==> src/rtl/serial_bit_source_if.sv <==
// serial_bit_source_if
//   Groups the word-load handshake and serial output stream of
//   serial_bit_source into one bundle.
//   master : word producer / bit consumer (drives data_in, load_valid, shift_en)
//   slave  : the serializer (drives load_ready, ser_out, ser_valid,
//            word_done, busy)
interface serial_bit_source_if #(
  parameter int unsigned WIDTH = 8
);
  logic [WIDTH-1:0] data_in;
  logic             load_valid;
  logic             load_ready;
  logic             shift_en;
  logic             ser_out;
  logic             ser_valid;
  logic             word_done;
  logic             busy;

  modport master (
    output data_in, load_valid, shift_en,
    input  load_ready, ser_out, ser_valid, word_done, busy
  );

  modport slave (
    input  data_in, load_valid, shift_en,
    output load_ready, ser_out, ser_valid, word_done, busy
  );
endinterface

==> src/rtl/serial_bit_source.sv <==
// serial_bit_source
//   Parallel-to-serial converter with a one-entry holding register so that
//   consecutive words stream out with no gap cycle.
//   clk   : rising-edge clock
//   reset : asynchronous, active-high reset
//   bus   : slave side of serial_bit_source_if
//     data_in/load_valid/load_ready : word load handshake
//     shift_en                      : downstream consumes one bit per cycle
//     ser_out/ser_valid             : current serial bit and its qualifier
//     word_done                     : pulse while the last bit is consumed
//     busy                          : shift or holding register occupied
module serial_bit_source #(
  parameter int unsigned WIDTH     = 8,
  parameter bit          MSB_FIRST = 1'b1
) (
  input logic                clk,
  input logic                reset,
  serial_bit_source_if.slave bus
);

  localparam int unsigned CW = (WIDTH > 1) ? $clog2(WIDTH) : 1;
  localparam logic [CW-1:0] LAST = CW'(WIDTH - 1);

  typedef enum logic {
    IDLE,
    SHIFT
  } state_e;

  state_e           state_q, state_d;
  logic [WIDTH-1:0] shreg_q, shreg_d;
  logic [WIDTH-1:0] hold_q,  hold_d;
  logic             full_q,  full_d;
  logic [CW-1:0]    cnt_q,   cnt_d;

  logic             accept;
  logic             last_bit;
  logic [WIDTH-1:0] shreg_adv;

  assign accept   = bus.load_valid && !full_q;
  assign last_bit = (state_q == SHIFT) && bus.shift_en && (cnt_q == '0);

  always_comb begin
    shreg_adv = '0;
    if (MSB_FIRST) begin
      shreg_adv = {shreg_q[WIDTH-2:0], 1'b0};
    end else begin
      shreg_adv = {1'b0, shreg_q[WIDTH-1:1]};
    end
  end

  always_comb begin
    state_d = state_q;
    shreg_d = shreg_q;
    hold_d  = hold_q;
    full_d  = full_q;
    cnt_d   = cnt_q;
    case (state_q)
      IDLE: begin
        if (accept) begin
          shreg_d = bus.data_in;
          cnt_d   = LAST;
          state_d = SHIFT;
        end
      end
      SHIFT: begin
        if (last_bit) begin
          // Word boundary: the held word has priority; a same-edge load only
          // reaches here when holding is empty and bypasses it entirely.
          if (full_q) begin
            shreg_d = hold_q;
            full_d  = 1'b0;
            cnt_d   = LAST;
          end else if (accept) begin
            shreg_d = bus.data_in;
            cnt_d   = LAST;
          end else begin
            shreg_d = '0;
            cnt_d   = '0;
            state_d = IDLE;
          end
        end else begin
          if (bus.shift_en) begin
            shreg_d = shreg_adv;
            cnt_d   = cnt_q - CW'(1);
          end
          if (accept) begin
            hold_d = bus.data_in;
            full_d = 1'b1;
          end
        end
      end
      default: begin
        state_d = IDLE;
      end
    endcase
  end

  always_ff @(posedge clk or posedge reset) begin
    if (reset) begin
      state_q <= IDLE;
      shreg_q <= '0;
      hold_q  <= '0;
      full_q  <= 1'b0;
      cnt_q   <= '0;
    end else begin
      state_q <= state_d;
      shreg_q <= shreg_d;
      hold_q  <= hold_d;
      full_q  <= full_d;
      cnt_q   <= cnt_d;
    end
  end

  // Serial outputs decode registered state only; data_in never reaches them.
  assign bus.ser_valid  = (state_q == SHIFT);
  assign bus.ser_out    = (state_q == SHIFT) &&
                          (MSB_FIRST ? shreg_q[WIDTH-1] : shreg_q[0]);
  assign bus.word_done  = last_bit;
  assign bus.busy       = (state_q == SHIFT) || full_q;
  assign bus.load_ready = !full_q;

endmodule

==> src/flat_wrapper.sv <==
// flat-port wrapper written by rule: the top's interface ports become plain ports
module serial_bit_source_flat 
#(
  parameter int unsigned WIDTH     = 8,
  parameter bit          MSB_FIRST = 1'b1
)
  (clk, reset, bus_data_in, bus_load_valid, bus_shift_en, bus_load_ready, bus_ser_out, bus_ser_valid, bus_word_done, bus_busy);
  serial_bit_source_if #(.WIDTH(WIDTH)) bus_i ();
  input logic clk;
  input logic reset;
  input wire logic [$bits(bus_i.data_in)-1:0] bus_data_in;
  input wire logic [$bits(bus_i.load_valid)-1:0] bus_load_valid;
  input wire logic [$bits(bus_i.shift_en)-1:0] bus_shift_en;
  output wire logic [$bits(bus_i.load_ready)-1:0] bus_load_ready;
  output wire logic [$bits(bus_i.ser_out)-1:0] bus_ser_out;
  output wire logic [$bits(bus_i.ser_valid)-1:0] bus_ser_valid;
  output wire logic [$bits(bus_i.word_done)-1:0] bus_word_done;
  output wire logic [$bits(bus_i.busy)-1:0] bus_busy;
  assign bus_i.data_in = bus_data_in;
  assign bus_i.load_valid = bus_load_valid;
  assign bus_i.shift_en = bus_shift_en;
  assign bus_load_ready = bus_i.load_ready;
  assign bus_ser_out = bus_i.ser_out;
  assign bus_ser_valid = bus_i.ser_valid;
  assign bus_word_done = bus_i.word_done;
  assign bus_busy = bus_i.busy;
  serial_bit_source #(.WIDTH(WIDTH), .MSB_FIRST(MSB_FIRST)) u_core (.clk(clk), .reset(reset), .bus(bus_i));
endmodule
==> config.mk <==
export PLATFORM = sky130hd
export DESIGN_NAME = serial_bit_source_flat
export DESIGN_NICKNAME = d
export VERILOG_FILES = /design/src/rtl/serial_bit_source_if.sv /design/src/rtl/serial_bit_source.sv /design/src/flat_wrapper.sv
export SDC_FILE = /design/constraint.sdc
export NUM_CORES = 1
export LEC_CHECK = 0
export CORE_MARGIN = 8
export CORE_UTILIZATION = 30
export CTS_CLUSTER_SIZE = 10
export DETAILED_ROUTE_END_ITERATION = 7
export SYNTH_ARGS = -nofsm -noshare
export SYNTH_HDL_FRONTEND = slang
export SYNTH_SLANG_ARGS = --single-unit
==> constraint.sdc <==
create_clock -name clk -period 1.8 [get_ports clk]
set_clock_uncertainty 0.2 [all_clocks]
set_input_delay 0.18 -clock clk [delete_from_list [all_inputs] [get_ports clk]]
set_output_delay 0.18 -clock clk [all_outputs]
set_load 0.01 [all_outputs]
==> results of run 1 <==
-- kinds of logic (layout without fill, tap and decap cells) --
family | Yosys count | after routing | synth area share
flops | 21 | 21 | 0.447
buf+inv | 12 | 40 | 0.0639
mux | 10 | 10 | 0.0937
fa+ha+maj | 2 | 2 | 0.0213
simple gates | 39 | 40 | 0.179
compound gates | 37 | 37 | 0.195
-- metrics by stage --
stage	hold slack, ns	setup slack, ns	std cells
finish	0.0354	0.0449	198
detailed placement	0.297	-0.145	191
global route	0.0960	0.00123	198
CTS	0.0472	0.0138	196
floorplan	-0.0435	0.00524	121
global placement	0.290	-0.117	191
-- what timing repair did --
item,4_1_cts,5_1_grt
gates resized for setup,11,7
setup endpoints to repair,11,11
buffers inserted,1,1
pin swaps,1,3
gates cloned,0,1
hold buffers,0,0
-- synthesized netlist by cell type, drive strengths merged --
cell type and instances:
or2 1, a21o 1, dfrtp 21, mux2 8
or2b 1, and2 4, o22a 1, nor2 10
nor2b 2, ha 2, nand2 15, inv 5
o31ai 1, a22oi 5, a22o 2, and2b 2
or3b 1, mux2i 2, a31oi 4, nand3b 1
a21oi 10, nor3 1, buf 7, a32oi 2
nand3 1, o21ai 10, o22ai 1
-- worst min path at each step --
stage	startpoint	to	slack [ns]	cells past startpoint
floorplan	reset	u_core.bus.ser_valid$_DFF_PP0_	-0.04	1
global placement	u_core.hold_q[7]$_DFFE_PP0P_	u_core.hold_q[7]$_DFFE_PP0P_	0.29	1
detailed placement	u_core.hold_q[2]$_DFFE_PP0P_	u_core.hold_q[2]$_DFFE_PP0P_	0.30	1
CTS	reset	u_core.cnt_q[1]$_DFFE_PP0P_	0.05	3
global route	reset	u_core.hold_q[2]$_DFFE_PP0P_	0.1	3
finish	reset	u_core.bus.ser_valid$_DFF_PP0_	0.04	3
-- where the power goes --
| part | leakage [nW] | switching (mW) | internal (mW) |
|---|---|---|---|
| registers | 0.238 | 0.131 | 0.693 |
| clock network | 0.0255 | 0.172 | 0.155 |
| logic | 0.407 | 0.492 | 0.576 |
-- registers in the layout, indices dropped and copies added, names as in the netlist --
signal                flops
u_core.bus.ser_valid      1
u_core.cnt_q              3
u_core.full_q             1
u_core.hold_q             8
u_core.shreg_q            8
-- worst register-to-register path, cell delays in order (launching register included) --
cell	delay, ns
dfrtp_2	0.42
buf_6	0.13
buf_4	0.13
or3b_4	0.48
o21ai_0	0.19
a21oi_1	0.09
-- cells in the final DEF (no fill, tap or decap), types with 2 or more instances in the layout --
master and n:
dfrtp_1 19, buf_4 14, nand2_1 12, clkdlybuf4s50_1 12, a21oi_1 10, nor2_1 8
mux2_2 8, o21ai_0 8, a22oi_1 5, a31oi_1 4, and2_1 3, inv_1 3
clkbuf_8 3, mux2i_1 2, nand2_4 2, a32oi_1 2, nor2_2 2, inv_2 2
a22o_1 2, nor2b_1 2, o21ai_1 2, dfrtp_2 2
-- routing by layer --
layer	global-route usage	vias to the layer above	share of wire
met1	0.129	489	0.47
met4	0.0611	0	0.027
met3	0.0205	7	0.041
li1	-	488	-
met2	0.149	22	0.46
met5	0	-	0
-- final cells by class --
cell class	count	area, sq um
Multi-Input combinational cell	89	612
Fill cell	381	2180
Sequential cell	21	528
Clock buffer	3	41.3
Timing Repair Buffer	31	273
Inverter	5	18.8
Tap cell	48	60.1
Clock inverter	1	5.00
==> flow_summary.ini, run 1 <==
[setup_path]
cp.arrival_ns = 1.71
startpoint_type = flip-flop
required_ns = 1.75
rr_endpoint = u_core.shreg_q[5]$_DFFE_PP0P_
rr_worst_depth = 5
critPathMaxFanout = 7
cp-endpoint = u_core.shreg_q[5]$_DFFE_PP0P_
critPathKind = reg2reg
cp.buffers_inverters = 2
path_cells = buf_6, buf_4, or3b_4, o21ai_0, a21oi_1
cp-startpoint = u_core.bus.ser_valid$_DFF_PP0_
path_depth = 5
crit_family = simple AND/OR/NAND/NOR gates
r2r-start = u_core.bus.ser_valid$_DFF_PP0_
cp_slowest_cell = or3b_4
max_stage_delay_ns = 0.48
worst_setup_path_end_kind = flip-flop
rrSetupSlack_ns = 0.04

[detailed_routing]
drc = 0
num_vias = 1006
ant_nets = 0
via_per_inst = 5.08
wl_per_cell_microns = 14.7
wirelength_mm = 2.90
firstDrtPassIters = 4
drt_iter0_drc = 61

[timing]
worstMarginPinSlew_ns = 0.346
rsz0062_at_grt = no
fmax_mhz = 570
setup_viol = 0
timing.final.crit_share = 0.975
final_hold_viol_count = 0
fin_crit_ns = 1.76
finalSetupTns_ns = 0
slew_headroom = 0.768
drv_slew = 0

[cts]
cts.path.max_buffers = 2
numCtsBuffers = 3
clk_pin_slew_ns = 0.08
htree_levels = 1
cts.sinks = 21
clockRootBuffer = clkbuf_8
tritoncts = done
clk_latency_ns = 0.27

[yosys]
synthesis.area_sq_mm = 0.00117
synthTopCellsByArea = dfrtp_1 45%, mux2_2 7.7%, a21oi_1 4.3%, o21ai_0 4.3%, nand2_1 3.8%
synth.distinct_cells = 34
ys_seq_elements = 21
ys_warn_count = 0
avgSynthCellArea_sq_um = 9.71
synth_fp_nets = 135
ys_seq_area_frac = 0.447
synth_cells = 121
synth_top_cell_by_area = dfrtp_1
yosys.area.top_type_share = 0.447

[placement]
place.gp.congestion = 0.829
place_area_sq_mm = 0.00144
port_buffers = 16
dpl.hpwl_mm = 2.00

[global_route]
grt_usage = 0.0998
grt_pass1_wl_mm = 4.99
grt_overflow = 0
grt_pass1_vias = 1011
grt_max_degree = 22
antenna_found_initial = 0

[outcome]
status = finished clean

[power]
power.total_mw = 2.22
power_leakage_nw = 0.670
vdd.ir_drop.worst_v = 0.000423
power.density_mw_per_mm2 = 1440

[floorplan]
dieArea_sq_mm = 0.00617
ioPinCount = 17
start_util = 0.316
die_y_microns = 78.6
dieWidth_microns = 78.6
core_area_sq_mm = 0.00372
rows = 22

[finish]
fin_util = 0.414
layout-drive-gt1-share = 0.293
antenna_cells = 0
final_cell_area_sq_mm = 0.00154
synthToLayoutAreaGrowth_pct = 30.9
nNetsFinal = 165

[run]
max_cap_violations = 0

[worst_hold_path]
hp-class = in2async
No activity file was read; power rests on OpenSTA's default activity.
==> run 2, diff against run 1 <==
--- a/config.mk
+++ b/config.mk
@@ -7,8 +7,9 @@
 export LEC_CHECK = 0
 export CORE_MARGIN = 8
 export CORE_UTILIZATION = 30
-export CTS_CLUSTER_SIZE = 10
+export CTS_CLUSTER_SIZE = 8
 export DETAILED_ROUTE_END_ITERATION = 7
 export SYNTH_ARGS = -nofsm -noshare
 export SYNTH_HDL_FRONTEND = slang
 export SYNTH_SLANG_ARGS = --single-unit
+export TNS_END_PERCENT = 30
==> run 2 against run 1 <==
  * Critical path depth down 1
  * Sequential share of layout area unchanged
  * Via count up 0.40%
  * Largest cell class unchanged
  * Total power grew 0.20%
  * Non-clock buffer count stayed put
  * Count of clock-buffer cells in the layout is the same
  * Utilization did not move
  * First-iteration DRC count stayed put
  * Design area stayed put
  * Clock power barely moved
==> flow_summary.ini, run 2 (synthesis gave the netlist of run 1 again) <==
[global_route]
grt_overflow = 0
grt_usage = 0.100
grt_pass1_wl_mm = 5.02
grt_pass1_vias = 1017
antenna_found_initial = 0
grt_max_degree = 22

[worst_hold_path]
hp-class = in2async

[setup_path]
r2r-start = u_core.bus.ser_valid$_DFF_PP0_
cp.arrival_ns = 1.37
critPathMaxFanout = 4
startpoint_type = flip-flop
required_ns = 1.42
worst_setup_path_end_kind = output pin
cp-startpoint = u_core.bus.ser_valid$_DFF_PP0_
critPathKind = reg2out

[detailed_routing]
highest_layer = met4
drt_iter0_drc = 61
wl_per_cell_microns = 14.7
wl_met1_mm = 1.37
ant_nets = 0
drc = 0
wl_met3_microns = 107
wirelength_mm = 2.90
via_per_inst = 5.10
firstDrtPassIters = 4
num_vias = 1010
wl_met2_mm = 1.35

[finish]
nNetsFinal = 165
final_cell_mix = 19 x dfrtp_1, 14 x buf_4, 12 x nand2_1, 12 x clkdlybuf4s50_1, 10 x a21oi_1
reg_top3 = u_core.hold_q (8), u_core.shreg_q (8), u_core.cnt_q (3)
antenna_cells = 0
final_common_cell = dfrtp_1
synthToLayoutAreaGrowth_pct = 30.9
layout-drive-gt1-share = 0.293
n_fill_cell = 381

[cts]
clk_pin_slew_ns = 0.08
htree_levels = 1
tritoncts = done
numCtsBuffers = 3
cts.path.max_buffers = 2
clk_latency_ns = 0.27
cts.sinks = 21
clockRootBuffer = clkbuf_8

[timing]
final_hold_viol_count = 0
worstMarginPinSlew_ns = 0.346
timing.final.crit_share = 0.974
rsz0062_at_grt = no
setup_viol = 0
fin_crit_ns = 1.75
slew_headroom = 0.769
fmax_mhz = 570
hold_slack_ns = 0.0356
drv_slew = 0

[power]
vdd.ir_drop.worst_v = 0.000422
power.density_mw_per_mm2 = 1450
power_leakage_nw = 0.670
power.total_mw = 2.22

[floorplan]
ioPinCount = 17
die_y_microns = 78.6
dieWidth_microns = 78.6
dieArea_sq_mm = 0.00617
rows = 22
start_util = 0.316
core_area_sq_mm = 0.00372

[placement]
port_buffers = 16
place.gp.congestion = 0.829
dpl.hpwl_mm = 2.00

[run]
max_cap_violations = 0

[outcome]
status = finished clean
[run 2: area by class of cell]
type | instances | area [sq um] | share of cell area
Sequential cell | 21 | 528 | 0.343
Tap cell | 48 | 60.1 | 0.0391
Clock inverter | 1 | 5.00 | 0.00325
Clock buffer | 3 | 41.3 | 0.0269
Inverter | 5 | 18.8 | 0.0122
Multi-Input combinational cell | 89 | 612 | 0.398
Timing Repair Buffer | 31 | 273 | 0.177
[run 2: worst paths after layout]
check,slack (ns),cells past startpoint,endpoint
worst min-delay path,0.04,3,u_core.hold_q[0]$_DFFE_PP0P_
worst max-delay path,0.05,4,bus_ser_out
worst min register to register,0.31,1,u_core.hold_q[2]$_DFFE_PP0P_
min in group clk,0.31,3,u_core.shreg_q[7]$_DFFE_PP0P_
worst max register to register,0.05,5,u_core.shreg_q[5]$_DFFE_PP0P_
max in group asynchronous,1.12,3,u_core.full_q$_DFFE_PP0P_
[run 2: through the flow]
step	instances	TNS, ns	utilization	setup slack (ns)	area [sq um]
6_report	198	0	0.414	0.0468	1540
5_1_grt	198	0	0.414	0.000810	1540
4_1_cts	196	0	0.403	0.0138	1500
3_5_place_dp	191	-0.957	0.387	-0.145	1440
3_3_place_gp	191	-0.645	0.387	-0.117	1440
2_1_floorplan	121	0	-	0.00524	1180
[run 2: power breakdown]
group / internal, mW / switching, mW
registers: 0.693 / 0.134
clock network: 0.155 / 0.172
logic: 0.578 / 0.492
[run 2: what timing repair did]
item | 4_1_cts | 5_1_grt
hold buffers | 0 | 0
resized for setup | 11 | 7
setup endpoints to repair | 11 | 16
pin swaps | 0 | 4
setup buffers | 1 | 1
cloned | 0 | 1
[run 2: worst max-delay path, cell delays in order (launching register included)]
cell	delay, ns
dfrtp_2	0.42
buf_4	0.14
buf_4	0.14
and2_1	0.14
dlygate4sd2_1	0.28
[run 2: layer usage]
metal  up-vias  global-route usage
met2        21               0.150
met4         0              0.0611
met1       494               0.129
li1        490                   -
met3         5              0.0205
met5         -                   0
==> run 3, diff against run 2 <==
--- a/config.mk
+++ b/config.mk
@@ -9,6 +9,7 @@
 export CORE_UTILIZATION = 30
 export CTS_CLUSTER_SIZE = 8
 export DETAILED_ROUTE_END_ITERATION = 7
+export SKIP_CTS_REPAIR_TIMING = 1
 export SYNTH_ARGS = -nofsm -noshare
 export SYNTH_HDL_FRONTEND = slang
 export SYNTH_SLANG_ARGS = --single-unit
==> run 3 against run 2 <==
  * Via count decreased by 1.9%
  * Design area fell by 0.81%
  * Setup slack got worse by 0.0067 ns
  * Sequential share of layout area grew 0.28 points
  * Die area unchanged
  * Wire length fell by 1.7%
  * Critical path type unchanged
  * Largest cell class unchanged
==> flow_summary.ini, run 3 (synthesis gave the netlist of run 1 again) <==
[placement]
port_buffers = 16
dp_cells = 191
dpl.hpwl_mm = 2.00
place_area_sq_mm = 0.00144
place.gp.congestion = 0.829
dpl_worst_slack_ns = -0.145

[power]
seq_power_share = 0.382
p_clk_frac = 0.149
p_int_mw = 1.41
power_leakage_nw = 0.684
power.total_mw = 2.19
p_comb_frac = 0.469
p_sw_mw = 0.774
power.density_mw_per_mm2 = 1430
swShare = 0.354
vdd.ir_drop.worst_v = 0.000374

[finish]
synthToLayoutAreaGrowth_pct = 29.8
fin_util = 0.410
final_cell_area_sq_mm = 0.00153
final_cell_mix = 19 x dfrtp_1, 15 x buf_4, 12 x nand2_1, 12 x clkdlybuf4s50_1
n_fill_cell = 377
nNetsFinal = 164
antenna_cells = 0
final_common_cell = dfrtp_1
register_area_sq_um = 528
multiInputGateArea_sq_um = 589
layout-drive-gt1-share = 0.275
final_cells = 197
reg_top3 = u_core.hold_q (8), u_core.shreg_q (8), u_core.cnt_q (3)

[detailed_routing]
drt_iter0_drc = 69
wirelength_mm = 2.85
ant_nets = 0
firstDrtPassIters = 6
num_vias = 991
wl_per_cell_microns = 14.5
via_per_inst = 5.03
drc = 0

[cts]
cts.path.max_buffers = 2
cts.sinks = 21
tritoncts = done
clk_pin_slew_ns = 0.08
numCtsBuffers = 3
clk_latency_ns = 0.27
htree_levels = 1
clockRootBuffer = clkbuf_8

[setup_path]
rr_worst_depth = 7
r2r-start = u_core.cnt_q[1]$_DFFE_PP0P_
cp.buffers_inverters = 2
path_cells = inv_2, ha_4, and2b_1, and2_1, dlymetal6s2s_1
rrSetupSlack_ns = 0.07
worst_setup_path_end_kind = output pin
critPathMaxFanout = 4
cp-endpoint = bus_word_done
rr_endpoint = u_core.shreg_q[7]$_DFFE_PP0P_
cp.arrival_ns = 1.38
crit_family = flip-flops
required_ns = 1.42
cp_slowest_cell = dfrtp_1
critPathKind = reg2out
cp-startpoint = u_core.cnt_q[1]$_DFFE_PP0P_
startpoint_type = flip-flop
max_stage_delay_ns = 0.38
path_depth = 5

[floorplan]
die_y_microns = 78.6
rows = 22
dieArea_sq_mm = 0.00617
ioPinCount = 17
dieWidth_microns = 78.6
core_area_sq_mm = 0.00372
start_util = 0.316

[timing]
rsz0062_at_grt = no
finalSetupTns_ns = 0
drv_slew = 0
fin_crit_ns = 1.76
setup_ws_ns = 0.0401
hold_slack_ns = 0.0336
fmax_mhz = 568
slew_headroom = 0.812
timing.final.crit_share = 0.978
setup_viol = 0
worstMarginPinSlew_ns = 0.282
final_hold_viol_count = 0

[global_route]
grt_pass1_wl_mm = 4.93
grt_usage = 0.0986
grt_max_degree = 22
grt_overflow = 0
grt_pass1_vias = 1000
antenna_found_initial = 0

[run]
max_cap_violations = 0

[outcome]
status = finished clean

[worst_hold_path]
hp-class = in2async
run 3: worst reg2reg max path, stage by stage, from the launching register on:
cell and delay [ns]:
dfrtp_1 0.38, inv_2 0.06, ha_4 0.16, and2b_1 0.17, and2_1 0.17, buf_4 0.17, a32oi_1 0.20, a31oi_1 0.10
run 3: worst min path at each step:
stage,cells after the start,end,startpoint
final,3,u_core.bus.ser_valid$_DFF_PP0_,reset
after global routing,3,u_core.hold_q[1]$_DFFE_PP0P_,reset
after CTS,3,u_core.cnt_q[1]$_DFFE_PP0P_,reset
after detailed placement,1,u_core.hold_q[2]$_DFFE_PP0P_,u_core.hold_q[2]$_DFFE_PP0P_
after global placement,1,u_core.hold_q[7]$_DFFE_PP0P_,u_core.hold_q[7]$_DFFE_PP0P_
after floorplan,1,u_core.bus.ser_valid$_DFF_PP0_,reset
run 3: layout make-up:
class                           instances  share of cell area
Timing Repair Buffer                   31               0.185
Clock buffer                            3              0.0271
Tap cell                               48              0.0394
Sequential cell                        21               0.346
Inverter                                5              0.0123
Multi-Input combinational cell         88               0.386
Clock inverter                          1             0.00328
run 3: power by group through the flow:
stage / clock network [mW] / logic (mW) / registers (mW)
detailed placement: 0 / 0.976 / 0.839
global placement: 0 / 0.943 / 0.830
CTS: 0.329 / 0.978 / 0.829
global route: 0.351 / 1.15 / 0.860
finish: 0.326 / 1.02 / 0.835
floorplan: 0 / 0.713 / 0.792
run 3: per-layer routing:
layer,vias up,global-route usage,share of wire
li1,486,-,-
met1,485,0.127,0.48
met2,15,0.148,0.46
met3,5,0.0194,0.028
met4,0,0.0611,0.026
met5,-,0,0
